### config.mk
export PLATFORM = sky130hd
export DESIGN_NAME = pipe_stage_chain
export DESIGN_NICKNAME = d
export VERILOG_FILES = /design/src/rtl/pipe_stage_chain.sv
export SDC_FILE = /design/constraint.sdc
export NUM_CORES = 1
export LEC_CHECK = 0
export ABC_CLOCK_PERIOD_IN_PS = 8400
export CAP_MARGIN = 30
export CORE_AREA = 2 2 90 92
export DETAILED_ROUTE_END_ITERATION = 6
export DIE_AREA = 0 0 92 94
export DONT_BUFFER_PORTS = 1
export PLACE_DENSITY = 0.72
export REMOVE_ABC_BUFFERS = 1
export SETUP_SLACK_MARGIN = 0.1
export SKIP_CTS_REPAIR_TIMING = 1
export SYNTH_ARGS = -nofsm -noshare
export SYNTH_HDL_FRONTEND = slang
export SYNTH_SLANG_ARGS = --single-unit
### constraint.sdc
create_clock -name clk -period 8.4 [get_ports clk]
set_input_delay 1.26 -clock clk [delete_from_list [all_inputs] [get_ports clk]]
set_output_delay 1.26 -clock clk [all_outputs]
set_load 0.03 [all_outputs]
### src/rtl/pipe_stage_chain.sv
// Falling-edge pipeline of DEPTH data/valid stages with global stall, per-stage flush,
// population-count occupancy and a saturating counter of consecutive stalled edges.
module pipe_stage_chain #(
   parameter int               WIDTH = 32,
   parameter int               DEPTH = 3,
   parameter logic [WIDTH-1:0] NOP   = '0,
   localparam int              OCC_W = $clog2(DEPTH + 1)
) (
   input  logic             clk,
   input  logic             rst,
   input  logic             enable_bar,
   input  logic             in_valid,
   input  logic [WIDTH-1:0] in_data,
   input  logic [DEPTH-1:0] flush,
   output logic [WIDTH-1:0] out_data,
   output logic             out_valid,
   output logic [DEPTH-1:0] stage_valid,
   output logic [OCC_W-1:0] occupancy,
   output logic [7:0]       stall_cnt
);

   logic [WIDTH-1:0] stage_data [DEPTH];

   generate
      for (genvar g = 0; g < DEPTH; g++) begin : g_stage
         logic [WIDTH-1:0] src_data;
         logic             src_valid;
         logic [WIDTH-1:0] data_q;
         logic             valid_q;

         // Stage 0 turns an invalid input into a bubble so stray in_data never enters the pipe
         if (g == 0) begin : g_head
            assign src_data  = in_valid ? in_data : NOP;
            assign src_valid = in_valid;
         end else begin : g_body
            assign src_data  = stage_data[g-1];
            assign src_valid = stage_valid[g-1];
         end

         always_ff @(negedge clk or posedge rst) begin
            if (rst) begin
               data_q  <= NOP;
               valid_q <= 1'b0;
            end else if (flush[g]) begin
               data_q  <= NOP;
               valid_q <= 1'b0;
            end else if (!enable_bar) begin
               data_q  <= src_data;
               valid_q <= src_valid;
            end
         end

         assign stage_data[g]  = data_q;
         assign stage_valid[g] = valid_q;
      end
   endgenerate

   assign out_data  = stage_data[DEPTH-1];
   assign out_valid = stage_valid[DEPTH-1];

   // Counts back-to-back stalled edges; flush has no say in it
   always_ff @(negedge clk or posedge rst) begin
      if (rst) begin
         stall_cnt <= 8'd0;
      end else if (enable_bar) begin
         if (stall_cnt != 8'hFF) begin
            stall_cnt <= stall_cnt + 8'd1;
         end
      end else begin
         stall_cnt <= 8'd0;
      end
   end

   always_comb begin
      occupancy = '0;
      for (int i = 0; i < DEPTH; i++) begin
         occupancy = occupancy + OCC_W'(stage_valid[i]);
      end
   end

endmodule

==> flow_summary.yaml <==
routing:
  drt_iter0_drc: 141
  post_drt_wl_per_cell_um: 18.3
  dr.pass1.iters: 7
  drtAntennaViolNets: 0
  remaining_drc_errors: 0
  drt-total-wl_um: 7860
  dr_total_vias: 2496
  drt-vias-per-instance: 5.80
place:
  dp_hpwl_um: 4600
  place_congestion: 0.763
  port-buffer-count: 0
setup_path:
  r2r_setup_slack_ps: 6700
  path_cells: "fa_1"
  path_class: "flip-flop to output pin"
  critPathMaxStageDelay_ps: 810
  cp_num_buf_inv: 0
  crit_slowest_cell: "dfrtn_1"
  crit_path_end_kind: "output pin"
  critPathArrivalTime_ps: 5990
  r2r_end: "stall_cnt[6]"
  path_delay_family: "flip-flops"
  critPathRequiredTime_ps: 7140
  startpoint_type: "flip-flop"
  rr_worst_depth: 4
  cp_max_fo: 4
  rr_startpoint: "stall_cnt[0]"
synthesis:
  synthArstFlopShare: 1.00
  synth_flop_cell: "dfrtn_1"
  yosysSeqAreaShare: 0.623
  synth.distinct_cells: 29
  ys_seq_elements: 107
  avgSynthCellArea_um2: 12.9
  ys_warn_count: 0
  synth_edf_count: 0
  synth_area_um2: 4300
  syn_inst: 334
global_route:
  grt_max_degree: 72
  antenna_found_initial: 0
  grt-ovfl-total: 0
  grt_pass1_wl_um: 12900
  grt_usage: 0.195
  grt_pass1_vias: 2470
clock_tree:
  h-tree-depth: 3
  cts_tree: "built"
  clk_pin_slew_ps: 70
  clk_latency_ps: 340
  cts-root-buf: "clkbuf_8"
  cts.sinks: 107
  clock_path_buffers: 2
  numCtsBuffers: 9
floorplan:
  dieHeight_um: 94
  io_pins: 85
  core-area_um2: 7610
  die_area_um2: 8650
  fp.dieW_um: 92
  initial_core_util: 0.565
  num_rows: 32
sta:
  skew_ps: 6.60
  hold_viol_final: 0
  whs_ps: 451
  setup_viol: 0
  slew_viol_final: 0
  slew_headroom: 0.405
  final.setup.tns_ps: 0
  tightestPinTransition_ps: 891
  rsz0062_at_grt: "false"
cells_and_area:
  syn2layout_area_growth_pct: 4.37
  drive_above_1_share: 0.0701
  fillerInstances: 620
  n_antenna_cell: 0
  final_nets: 364
  postLayoutCoreUtil: 0.590
power:
  power_density_nw_per_um2: 196
  p_leak_nw: 2.27
  power.internal_uw: 667
  power.total_uw: 881
  power_switching_share: 0.243
  p_seq_frac: 0.618
  switchingPower_uw: 214
  p_comb_frac: 0.046
  clkPwrFrac: 0.335
  ir_worst_vdd_mv: 0.119
status:
  status: "completed"
hold_path:
  min_path_cells: 1
  hold_end: "g_stage[0].data_q[25]"
  hold_path.class: "flip-flop to flip-flop"
  min_from: "g_stage[0].data_q[25]"
flow_run:
  drv_cap: 0
-- through the flow --
step                setup slack [ps]  instances  cell area (um2)
global route                    1090        430             4490
CTS                             1130        430             4490
global placement                1520        413             4270
floorplan                        259        309             4130
finish                          1150        430             4490
detailed placement              1510        414             4300
-- cells in the mapped netlist (2+ instances only) --
| master | number | area (um2) |
|---|---|---|
| a21oi_1 | 3 | 15.0 |
| a22o_1 | 32 | 280 |
| a31oi_1 | 4 | 25.0 |
| buf_2 | 3 | 15.0 |
| buf_4 | 8 | 60.1 |
| buf_6 | 6 | 67.6 |
| clkbuf_1 | 8 | 30.0 |
| dfrtn_1 | 107 | 2680 |
| inv_1 | 2 | 7.51 |
| mux2i_1 | 66 | 661 |
| nand2_1 | 3 | 11.3 |
| nand3_1 | 3 | 15.0 |
| nand4_1 | 2 | 12.5 |
| nor2_1 | 66 | 248 |
| nor3_1 | 4 | 20.0 |
| o21ai_0 | 4 | 20.0 |
-- flip-flops by register name, indices dropped and copies added, names as in the netlist --
signal and count:
g_stage.valid_q 2, out_valid 1, stall_cnt 8, out_data 32, g_stage.data_q 64
-- cells by family (layout without fill, tap and decap cells) --
group,after synthesis,after routing,synth area share
flip-flops,107,107,0.623
buffers and inverters,28,22,0.0428
AND/OR/NAND/NOR,83,83,0.0838
AO/OA/AOI/OAI,48,48,0.0891
adder cells (fa/ha/maj),2,2,0.00757
multiplexers,66,66,0.154
-- how the worst max path moves through the flow --
stage                     cells past startpoint                   end       from
after floorplan                               1  g_stage[0].data_q[0]        rst
after global placement                        1          occupancy[0]  out_valid
after detailed placement                      1          occupancy[0]  out_valid
after CTS                                     1          occupancy[0]  out_valid
after global routing                          1          occupancy[0]  out_valid
final                                         1          occupancy[0]  out_valid
-- metal layers --
layer / wire length, um / global-route usage / vias to the layer above
met1: 3530 / 0.269 / 1268
met3: 574 / 0.0586 / 9
met4: 104 / 0.0734 / 0
li1: - / - / 1145
met2: 3650 / 0.294 / 74
met5: 0 / 0 / -
-- power by group through the flow --
stage	Sequential (mW)	Combinational [mW]	Clock, mW
after detailed placement	0.554	0.0421	0
final	0.545	0.0408	0.295
after global routing	0.546	0.0465	0.323
after CTS	0.545	0.0422	0.305
after floorplan	0.552	0.0327	0
after global placement	0.554	0.0391	0
-- layout make-up --
type	instances	area, um2	area share
clock inverter	6	50.0	0.0112
multi-input combinational	199	1440	0.320
clock buffer	10	138	0.0307
inverter	3	13.8	0.00307
sequential	107	2680	0.597
tap	102	128	0.0285
timing repair buffer	3	42.5	0.00948
-- layout by cell type, fill, tap and decap left out, drive strengths merged, types with 2 or more instances in the layout --
cell        n
clkinv      3
buf         3
nor2       67
clkinvlp    2
a31oi       4
nor3        4
inv         4
nand4       2
nand3       3
a21oi       3
o21ai       4
mux2i      66
clkbuf     10
dfrtn     107
a22o       32
nand2       3
Note: power is estimated with default switching activity, not from simulation.
